`src/rtl/flash_dma_mc.sv`:
```
// Multi-channel flash-to-PSRAM copier: NUM_CH queued descriptors served round-robin
// over one flash read port and one PSRAM write port, with replicate/pack modes and abort.
module flash_dma_mc #(
  parameter int NUM_CH   = 2,
  parameter int FLASH_AW = 24,
  parameter int PSRAM_AW = 22,
  parameter int LEN_W    = 16
) (
  input  logic                       clk,
  input  logic                       rst_n,
  input  logic [NUM_CH-1:0]          ch_start,
  input  logic [NUM_CH*FLASH_AW-1:0] ch_flash_src,
  input  logic [NUM_CH*PSRAM_AW-1:0] ch_psram_dst,
  input  logic [NUM_CH*LEN_W-1:0]    ch_length,
  input  logic [NUM_CH-1:0]          ch_pack,
  input  logic                       abort,
  output logic [NUM_CH-1:0]          ch_pending,
  output logic [NUM_CH-1:0]          ch_done,
  output logic                       busy,
  output logic [2:0]                 active_ch,
  output logic                       flash_dma_enabled,
  output logic [FLASH_AW-1:0]        flash_addr,
  output logic                       flash_req_r_addr,
  output logic                       flash_req_r_next,
  input  logic                       flash_d_ready,
  input  logic [7:0]                 flash_d_out,
  output logic                       psram_w_strobe,
  output logic [PSRAM_AW-1:0]        psram_addr,
  output logic [15:0]                psram_d_in,
  input  logic                       psram_busy
);

  typedef enum logic [2:0] {
    S_IDLE, S_START, S_F_LOW, S_F_DATA, S_WR, S_ACK, S_DRAIN
  } state_t;

  state_t              state_q, state_d;
  logic [NUM_CH-1:0]   pending_q, pending_d;
  logic [NUM_CH-1:0]   done_q, done_d;
  logic [2:0]          rr_ptr_q, rr_ptr_d;
  logic [2:0]          active_q, active_d;
  logic [LEN_W-1:0]    rem_q, rem_d;
  logic [7:0]          lo_q, lo_d, hi_q, hi_d;
  logic                have_lo_q, have_lo_d;
  logic                wrote_q, wrote_d;
  logic                aborted_q, aborted_d;
  logic                en_q, en_d;
  logic [FLASH_AW-1:0] faddr_q, faddr_d;
  logic                raddr_q, raddr_d;
  logic                rnext_q, rnext_d;
  logic                strobe_q, strobe_d;
  logic [PSRAM_AW-1:0] paddr_q, paddr_d;
  logic [15:0]         pdin_q, pdin_d;

  logic [FLASH_AW-1:0] desc_src [NUM_CH];
  logic [PSRAM_AW-1:0] desc_dst [NUM_CH];
  logic [LEN_W-1:0]    desc_len [NUM_CH];
  logic [NUM_CH-1:0]   desc_pack;
  logic [NUM_CH-1:0]   accept;

  assign accept = ch_start & ~pending_q & {NUM_CH{~abort}};

  // NOTE: descriptor storage carries no reset; a slot is only read while its pending bit is set.
  always_ff @(posedge clk) begin
    for (int i = 0; i < NUM_CH; i++) begin
      if (accept[i]) begin
        desc_src[i]  <= ch_flash_src[i*FLASH_AW +: FLASH_AW];
        desc_dst[i]  <= ch_psram_dst[i*PSRAM_AW +: PSRAM_AW];
        desc_len[i]  <= ch_length[i*LEN_W +: LEN_W];
        desc_pack[i] <= ch_pack[i];
      end
    end
  end

  // Descriptor of the channel currently being served, plus its one-hot mask.
  logic [NUM_CH-1:0]   active_oh;
  logic [FLASH_AW-1:0] cur_src;
  logic [PSRAM_AW-1:0] cur_dst;
  logic [LEN_W-1:0]    cur_len;
  logic                cur_pack;

  always_comb begin
    active_oh = '0;
    cur_src   = '0;
    cur_dst   = '0;
    cur_len   = '0;
    cur_pack  = 1'b0;
    for (int i = 0; i < NUM_CH; i++) begin
      if (active_q == 3'(i)) begin
        active_oh[i] = 1'b1;
        cur_src      = desc_src[i];
        cur_dst      = desc_dst[i];
        cur_len      = desc_len[i];
        cur_pack     = desc_pack[i];
      end
    end
  end

  // Round-robin pick: lowest pending index at or above the pointer, else lowest overall.
  logic       found_hi;
  logic [2:0] idx_hi, idx_any, pick_idx, ptr_next;

  always_comb begin
    found_hi = 1'b0;
    idx_hi   = '0;
    idx_any  = '0;
    for (int i = NUM_CH - 1; i >= 0; i--) begin
      if (pending_q[i] && (3'(i) >= rr_ptr_q)) begin
        found_hi = 1'b1;
        idx_hi   = 3'(i);
      end
      if (pending_q[i]) idx_any = 3'(i);
    end
    pick_idx = found_hi ? idx_hi : idx_any;
    ptr_next = (active_q == 3'(NUM_CH - 1)) ? 3'd0 : active_q + 3'd1;
  end

  // NOTE: every signal gets a default before the case so no path leaves one unassigned (no latches).
  always_comb begin
    state_d   = state_q;
    pending_d = pending_q | accept;
    done_d    = '0;
    rr_ptr_d  = rr_ptr_q;
    active_d  = active_q;
    rem_d     = rem_q;
    lo_d      = lo_q;
    hi_d      = hi_q;
    have_lo_d = have_lo_q;
    wrote_d   = wrote_q;
    aborted_d = aborted_q;
    en_d      = en_q;
    faddr_d   = faddr_q;
    raddr_d   = 1'b0;
    rnext_d   = 1'b0;
    strobe_d  = 1'b0;
    paddr_d   = paddr_q;
    pdin_d    = pdin_q;

    unique case (state_q)
      S_IDLE: begin
        if (pending_q != '0) begin
          active_d = pick_idx;
          state_d  = S_START;
        end
      end
      S_START: begin
        if (cur_len == '0) begin
          pending_d = pending_d & ~active_oh;
          done_d    = active_oh;
          rr_ptr_d  = ptr_next;
          active_d  = '0;
          state_d   = S_IDLE;
        end else begin
          en_d      = 1'b1;
          faddr_d   = cur_src;
          raddr_d   = 1'b1;
          paddr_d   = cur_dst - PSRAM_AW'(1);
          rem_d     = cur_len;
          have_lo_d = 1'b0;
          wrote_d   = 1'b0;
          aborted_d = 1'b0;
          state_d   = S_F_LOW;
        end
      end
      S_F_LOW: begin
        if (!flash_d_ready) state_d = S_F_DATA;
      end
      S_F_DATA: begin
        if (flash_d_ready) begin
          rem_d = rem_q - LEN_W'(1);
          if (rem_d != '0) rnext_d = 1'b1;
          if (cur_pack && !have_lo_q) begin
            // Low half first; the high half stays zero if this turns out to be the last byte.
            lo_d      = flash_d_out;
            hi_d      = 8'h00;
            have_lo_d = 1'b1;
            state_d   = (rem_d == '0) ? S_WR : S_F_LOW;
          end else if (cur_pack) begin
            hi_d    = flash_d_out;
            state_d = S_WR;
          end else begin
            lo_d    = flash_d_out;
            hi_d    = flash_d_out;
            state_d = S_WR;
          end
        end
      end
      S_WR: begin
        if (!psram_busy) begin
          pdin_d    = {hi_q, lo_q};
          paddr_d   = paddr_q + PSRAM_AW'(1);
          strobe_d  = 1'b1;
          wrote_d   = 1'b1;
          have_lo_d = 1'b0;
          state_d   = S_ACK;
        end
      end
      S_ACK: begin
        if (psram_busy) state_d = (rem_q != '0) ? S_F_LOW : S_DRAIN;
      end
      S_DRAIN: begin
        if (!psram_busy) begin
          if (!aborted_q) begin
            pending_d = pending_d & ~active_oh;
            done_d    = active_oh;
          end
          rr_ptr_d = ptr_next;
          en_d     = 1'b0;
          active_d = '0;
          state_d  = S_IDLE;
        end
      end
      default: state_d = S_IDLE;
    endcase

    // Abort overrides everything; a write already handed to the PSRAM is allowed to settle.
    if (abort) begin
      pending_d = '0;
      done_d    = '0;
      raddr_d   = 1'b0;
      rnext_d   = 1'b0;
      strobe_d  = 1'b0;
      faddr_d   = faddr_q;
      paddr_d   = paddr_q;
      pdin_d    = pdin_q;
      if ((state_q == S_WR && wrote_q) || state_q == S_ACK) begin
        aborted_d = 1'b1;
        en_d      = en_q;
        active_d  = active_q;
        state_d   = S_DRAIN;
      end else begin
        en_d     = 1'b0;
        active_d = '0;
        state_d  = S_IDLE;
      end
    end
  end

  // NOTE: sequential state uses non-blocking assignments so all flops update from pre-edge values.
  always_ff @(posedge clk or negedge rst_n) begin
    if (!rst_n) begin
      state_q   <= S_IDLE;
      pending_q <= '0;
      done_q    <= '0;
      rr_ptr_q  <= '0;
      active_q  <= '0;
      rem_q     <= '0;
      lo_q      <= '0;
      hi_q      <= '0;
      have_lo_q <= 1'b0;
      wrote_q   <= 1'b0;
      aborted_q <= 1'b0;
      en_q      <= 1'b0;
      faddr_q   <= '0;
      raddr_q   <= 1'b0;
      rnext_q   <= 1'b0;
      strobe_q  <= 1'b0;
      paddr_q   <= '0;
      pdin_q    <= '0;
    end else begin
      state_q   <= state_d;
      pending_q <= pending_d;
      done_q    <= done_d;
      rr_ptr_q  <= rr_ptr_d;
      active_q  <= active_d;
      rem_q     <= rem_d;
      lo_q      <= lo_d;
      hi_q      <= hi_d;
      have_lo_q <= have_lo_d;
      wrote_q   <= wrote_d;
      aborted_q <= aborted_d;
      en_q      <= en_d;
      faddr_q   <= faddr_d;
      raddr_q   <= raddr_d;
      rnext_q   <= rnext_d;
      strobe_q  <= strobe_d;
      paddr_q   <= paddr_d;
      pdin_q    <= pdin_d;
    end
  end

  assign ch_pending        = pending_q;
  assign ch_done           = done_q;
  assign busy              = (pending_q != '0) || (state_q != S_IDLE);
  assign active_ch         = active_q;
  assign flash_dma_enabled = en_q;
  assign flash_addr        = faddr_q;
  assign flash_req_r_addr  = raddr_q;
  assign flash_req_r_next  = rnext_q;
  assign psram_w_strobe    = strobe_q;
  assign psram_addr        = paddr_q;
  assign psram_d_in        = pdin_q;

endmodule

```
`config.mk`:
```
export PLATFORM = sky130hd
export DESIGN_NAME = flash_dma_mc
export DESIGN_NICKNAME = d
export VERILOG_FILES = /design/src/rtl/flash_dma_mc.sv
export SDC_FILE = /design/constraint.sdc
export NUM_CORES = 1
export LEC_CHECK = 0
export ABC_AREA = 1
export CORE_UTILIZATION = 40
export CTS_BUF_LIST = sky130_fd_sc_hd__clkbuf_4
export DETAILED_ROUTE_END_ITERATION = 8
export GPL_ROUTABILITY_DRIVEN = 1
export GPL_TIMING_DRIVEN = 0
export MAX_ROUTING_LAYER = met4
export SKIP_CTS_REPAIR_TIMING = 1
export SLEW_MARGIN = 40
export SYNTH_ARGS = -nofsm -noshare
export SYNTH_HDL_FRONTEND = slang
export SYNTH_SLANG_ARGS = --single-unit
```
`constraint.sdc`:
```
create_clock -name clk -period 7.2 [get_ports clk]
set_input_delay 0.72 -clock clk [delete_from_list [all_inputs] [get_ports clk]]
set_output_delay 0.72 -clock clk [all_outputs]
set_load 0.01 [all_outputs]
```
==> impl_metrics.yaml, run 1 <==
routing:
  ant_nets: 0
  drtIter0Drc: 520
  wl_um: 29400
  viasPerCell: 4.86
  wl_per_cell_um: 16.4
  drc: 12
  drtPass1Iterations: 9
  vias: 8701
grt:
  use_met2_pct: 34.7
  grt-busiest-layer: "met2"
  antenna_found_initial: 3
  grt_pass1_vias: 8822
  met3_usage_pct: 6.70
  grt_max_degree: 63
  grt_pass1_wl_um: 46700
  grt_use_total_pct: 22.6
  gr-total-overflow: 0
  gr-usage-met1_pct: 27.8
power:
  power.switching_w: 0.00191
  clock_power_share_pct: 25.2
  pwr-share-comb_pct: 37.3
  netSwitchingFraction_pct: 36.4
  p_seq_share_pct: 37.5
  power_density_mw_per_mm2: 363
  power.internal_w: 0.00334
  ir_drop_mv: 0.172
  leakagePower_nw: 5.99
floorplanning:
  die_y_um: 166
  placementRows: 59
  die_w_um: 166
  start_util_pct: 41.0
  die_area_sq_mm: 0.0276
  io_pins: 215
  core_sq_mm: 0.0263
setup_path:
  cp_data_required_time_ns: 6.48
  endpoint_kind: "output pin"
  worstPathArrival_ns: 2.04
  critPathLaunchType: "flop"
  critPathKind: "reg2out"
  crit_path_max_fanout: 6
yosys:
  synth_edf_count: 126
  synth_area_leaders: "edfxtp_1 (35%), dfrtp_1 (26%), nand2_1 (10%), inv_1 (3.3%), nand3_1 (3.2%)"
  postSynth.asyncResetShare_pct: 46.6
  synth.cell_area_sq_mm: 0.0108
  seq_area_frac_synth_pct: 60.6
  yosys_warnings: 0
  yosysTopAreaCellShare_pct: 35.1
  ys_ff_latch: 236
  synth_flop_cell: "edfxtp_1"
  syn_inst: 1115
  synth.avg_cell_area_sq_um: 9.67
  yosysTopAreaCell: "edfxtp_1"
  synth.distinct_cells: 43
finish:
  mostFrequentLayoutCell: "nand2_1"
  final_layout_size_suffix_gt1_share_pct: 13.5
  syn_to_final_growth_pct: 34.1
  final_cell_mix: "nand2_1 (289), clkdlybuf4s50_1 (210), edfxtp_1 (126)"
  multi_input_area_sq_mm: 0.00365
  regArea_sq_mm: 0.00654
  nNetsFinal: 1551
  n_fill_cell: 2425
clock_tree:
  numCtsBuffers: 67
  clk_pin_slew_ns: 0.06
  clk_latency_ns: 0.68
  cts_max_level: 3
  clockRootBuffer: "clkbuf_4"
  ctsLongestPathBuffers: 3
  cts_tree: "done"
  cts.sinks: 236
timing:
  slew_headroom_pct: 50.1
  finalCritPeriodShare_pct: 38.3
  drv_slew: 0
  timing.hold.ws_ns: 0.457
  fmaxAchievable_mhz: 363
  setup_tns_ns: 0
  hold_viol_final: 0
  layout_min_cycle_time_ns: 2.76
  skew_ns: 0.0438
  rsz0062_at_grt: "no"
  setup_viol: 0
  worstMarginPinSlew_ns: 0.748
placed_design:
  post-dp-hpwl_um: 21600
  numPortBuffers: 211
  gp_congestion: 0.890
run_status:
  failed_checks: "DRC"
  status: "complete, but fails checks"
min_path:
  hp-class: "reg2reg"
job:
  cap_viol_max_count: 0
## layout make-up
type                            count  area share, %
Sequential cell                   236           45.2
Timing Repair Buffer              221           16.1
Multi-Input combinational cell    736           25.2
Tap cell                          335           2.90
Buffer                             39           1.55
Inverter                          105           2.73
Clock inverter                      9          0.735
Antenna cell                        3         0.0519
Clock buffer                      107           5.55
## cell families (layout without fill, tap and decap cells)
family                   count (synthesis)  after routing  share of synthesized area, %
AO/OA/AOI/OAI                          185            185                          9.85
flip-flops                             236            236                          60.6
XOR/XNOR                                19             19                          1.54
adder cells (fa/ha/maj)                  4              4                         0.464
AND/OR/NAND/NOR                        515            515                          20.6
multiplexers                            11             11                          1.11
other                                    1              5                        0.0348
buffers and inverters                  144            481                          5.73
## sequential cells by signal, indices dropped and copies added (netlist names), 3 cells and up
signal      count
psram_d_in     16
rem_q          16
flash_addr     24
psram_addr     22
state_q         3
lo_q            8
hi_q            8
desc_src       48
desc_len       32
desc_dst       44
## synthesized netlist by cell type (all sizes together), types with 4 or more instances
master	instances
nand4	10
nand3	71
o21ai	115
nor3	14
buf	22
nor2	98
dfrtp	110
o21a	27
nand2	292
xor2	16
mux2	8
or2	20
edfxtp	126
inv	103
ha	4
clkbuf	17
o211ai	11
a21oi	26
nor4	4
## critical path, cell delays in order, from the launching register on
cell and delay, ns:
dfrtp_1 0.45, nor2_1 0.17, nand4_1 0.20, clkdlybuf4s50_1 0.54
## power groups by stage
stage	clock network [W]	logic, W	registers, W
2_1_floorplan	0	0.00107	0.00202
3_3_place_gp	0	0.00193	0.00200
3_5_place_dp	0	0.00196	0.00199
4_1_cts	0.00137	0.00197	0.00197
5_1_grt	0.00143	0.00219	0.00201
6_report	0.00132	0.00196	0.00197
## path summary, 6_finish.rpt
| kind | from | end | slack (ns) | cells after the start |
|---|---|---|---|---|
| worst max-delay path | state_q[0] | busy | 4.44 | 3 |
| min in group asynchronous | rst_n | psram_d_in[6] | 0.54 | 2 |
| worst min register to register | lo_q[2] | psram_d_in[2] | 0.46 | 2 |
| worst max register to register | active_ch[0] | psram_addr[14] | 4.60 | 12 |
| worst min-delay path | lo_q[2] | psram_d_in[2] | 0.46 | 2 |
| max in group asynchronous | rst_n | flash_addr[0] | 5.96 | 3 |
## metrics by stage
stage               setup slack, ns  instances  power [W]  utilization [%]  instance area (sq um)
global placement              0.667       1662    0.00393             50.7                  13300
finish                         4.44       1791    0.00524             55.0                  14500
global route                   4.32       1791    0.00563             55.0                  14500
detailed placement             4.46       1671    0.00395             51.5                  13500
CTS                            4.38       1787    0.00531             55.0                  14400
floorplan                      3.08       1116    0.00309                -                  10800
## routing by layer
metal  wire length [um]  part of all wire (%)
met1              12700                    43
met2              13500                    46
met3               2400                   8.2
met4                864                   2.9
met5                  0                     0
Note: power is estimated with default switching activity, not from simulation.
==> run 2, diff against run 1 <==
clock period = 2.71 ns   (was 7.2 ns; I/O delays follow)
==> run 2 against run 1 <==
  * The run still ends with DRC left
  * Power rose to 2.6 times the previous value
  * Clock skew fell by 0.0031 ns
  * Non-clock buffer count rose by 3
  * Final cell count rose by 0.45%
  * Critical path type is now reg2reg
  * Largest cell class unchanged
==> impl_metrics.yaml, run 2 (same netlist as run 1, synthesis figures left out) <==
power:
  power.switching_w: 0.00504
  ir_drop_mv: 0.427
  p_seq_share_pct: 37.7
  power.internal_w: 0.00880
  pwr-share-comb_pct: 37.5
  leakagePower_nw: 5.98
  netSwitchingFraction_pct: 36.4
  total_power_w: 0.0138
  clock_power_share_pct: 24.7
  power_density_mw_per_mm2: 955
setup_path:
  crit_path_max_fanout: 10
  critPathKind: "reg2reg"
  crit_path_top_delay_cell: "dfrtp_2"
  endpoint_kind: "flop"
  worstPathArrival_ns: 3.03
  r2r_cells: 11
  cp_slowest_stage_delay_ns: 0.45
  cp_data_required_time_ns: 3.24
  critPathLaunchType: "flop"
  r2r_setup_slack_ns: 0.20
  path_cells: "buf_6 > or2_1 > o21ai_1 > nand2_1 > nor4_2 > nand2_2 > nand2_2 > o21ai_2 > buf_2 > o211ai_1 > o21ai_1"
timing:
  hold_viol_final: 0
  finalCritPeriodShare_pct: 92.4
  fmaxAchievable_mhz: 399
  drv_slew: 0
  worstMarginPinSlew_ns: 0.700
  rsz0062_at_grt: "no"
  slew_headroom_pct: 53.3
  setup_tns_ns: 0
  setup_viol: 0
  layout_min_cycle_time_ns: 2.51
  skew_ns: 0.0407
clock_tree:
  cts_tree: "done"
  clk_pin_slew_ns: 0.06
  clockRootBuffer: "clkbuf_4"
  ctsLongestPathBuffers: 3
  cts.sinks: 236
  clk_latency_ns: 0.67
  numCtsBuffers: 66
  cts_max_level: 3
finish:
  regMostFlops: "desc_src"
  final_layout_size_suffix_gt1_share_pct: 13.1
  postLayoutCellArea_sq_mm: 0.0145
  final_cell_mix: "nand2_1 (289), clkdlybuf4s50_1 (210), edfxtp_1 (126)"
  final_cells: 1799
  mostFrequentLayoutCell: "nand2_1"
  syn_to_final_growth_pct: 34.4
  nNetsFinal: 1553
  largest_register_ffs: 48
  top_regs: "desc_src (48), desc_dst (44), desc_len (32)"
  final_util_pct: 55.1
placed_design:
  dp.cells: 1670
  dpl_cell_area_sq_mm: 0.0135
  gp_congestion: 0.907
  numPortBuffers: 211
  post-dp-hpwl_um: 21300
floorplanning:
  io_pins: 215
  die_y_um: 166
  start_util_pct: 41.0
  core_sq_mm: 0.0263
  die_w_um: 166
  placementRows: 59
  die_area_sq_mm: 0.0276
routing:
  drtPass1Iterations: 7
  drtIter0Drc: 492
  vias: 8760
  wl_um: 29000
  viasPerCell: 4.87
  wl_per_cell_um: 16.1
  ant_nets: 0
  drc: 12
job:
  cap_viol_max_count: 0
grt:
  grt_use_total_pct: 22.1
  grt_pass1_wl_um: 45900
  gr-total-overflow: 0
  grt_pass1_vias: 8764
  grt_max_degree: 57
  antenna_found_initial: 3
run_status:
  status: "complete, but fails checks"
  failed_checks: "DRC"
min_path:
  hp-class: "in2async"
## run 2: cell types whose count changed in the layout (fill, tap and decap cells not counted), moves of 2 or more
| cell | delta |
|---|---|
| buf_4 | +4 |
| clkbuf_4 | -12 |
| clkinv_1 | +15 |
| clkinvlp_4 | +2 |
| inv_6 | -2 |
| o21ai_1 | -2 |
| o21ai_2 | +2 |
## run 2: worst paths after layout
kind                              start                to
max                        active_ch[0]         rem_q[15]
min                               rst_n     psram_d_in[7]
max reg2reg                active_ch[0]         rem_q[15]
min reg2reg                     lo_q[6]     psram_d_in[6]
max in group asynchronous         rst_n     flash_addr[2]
min in group clk                  abort  flash_req_r_next
## run 2: critical path, delay by kind of cell, from the launching register on
kind	cells	cell delay, ns
AOI/OAI and AO/OA	4	0.46
and+or+nand+nor	5	1.06
buffers and inverters	2	0.39
DFF	1	0.45
## run 2: cell type report
cell class	instances	area, sq um
fillers	2440	11800
repair buffers	224	2340
well taps	335	419
inverters	105	394
plain buffers	39	224
multi-input cells	736	3660
clock inverters	26	190
flip-flops and latches	236	6540
diodes	3	7.51
clock buffers	95	713
## run 2: metal layers
layer	track usage (%)	vias up	part of all wire, %
met3	5.86	65	7.1
li1	-	4365	-
met2	34.2	304	46
met1	27.3	4026	44
met5	-	-	0
met4	9.31	0	3.0
## run 2: stage by stage
stage	hold WS, ns	worst slack, ns
2_1_floorplan	-0.0246	0.0904
4_1_cts	-0.501	0.00660
3_5_place_dp	0.230	0.0513
6_report	0.135	0.205
5_1_grt	0.101	0.00549
3_3_place_gp	0.454	-3.29
## run 2: power by group through the flow
stage	Combinational [W]	Clock [W]	Sequential (W)
floorplan	0.00284	0	0.00537
global placement	0.00513	0	0.00529
detailed placement	0.00520	0	0.00529
CTS	0.00523	0.00356	0.00523
global route	0.00581	0.00375	0.00534
finish	0.00520	0.00342	0.00522
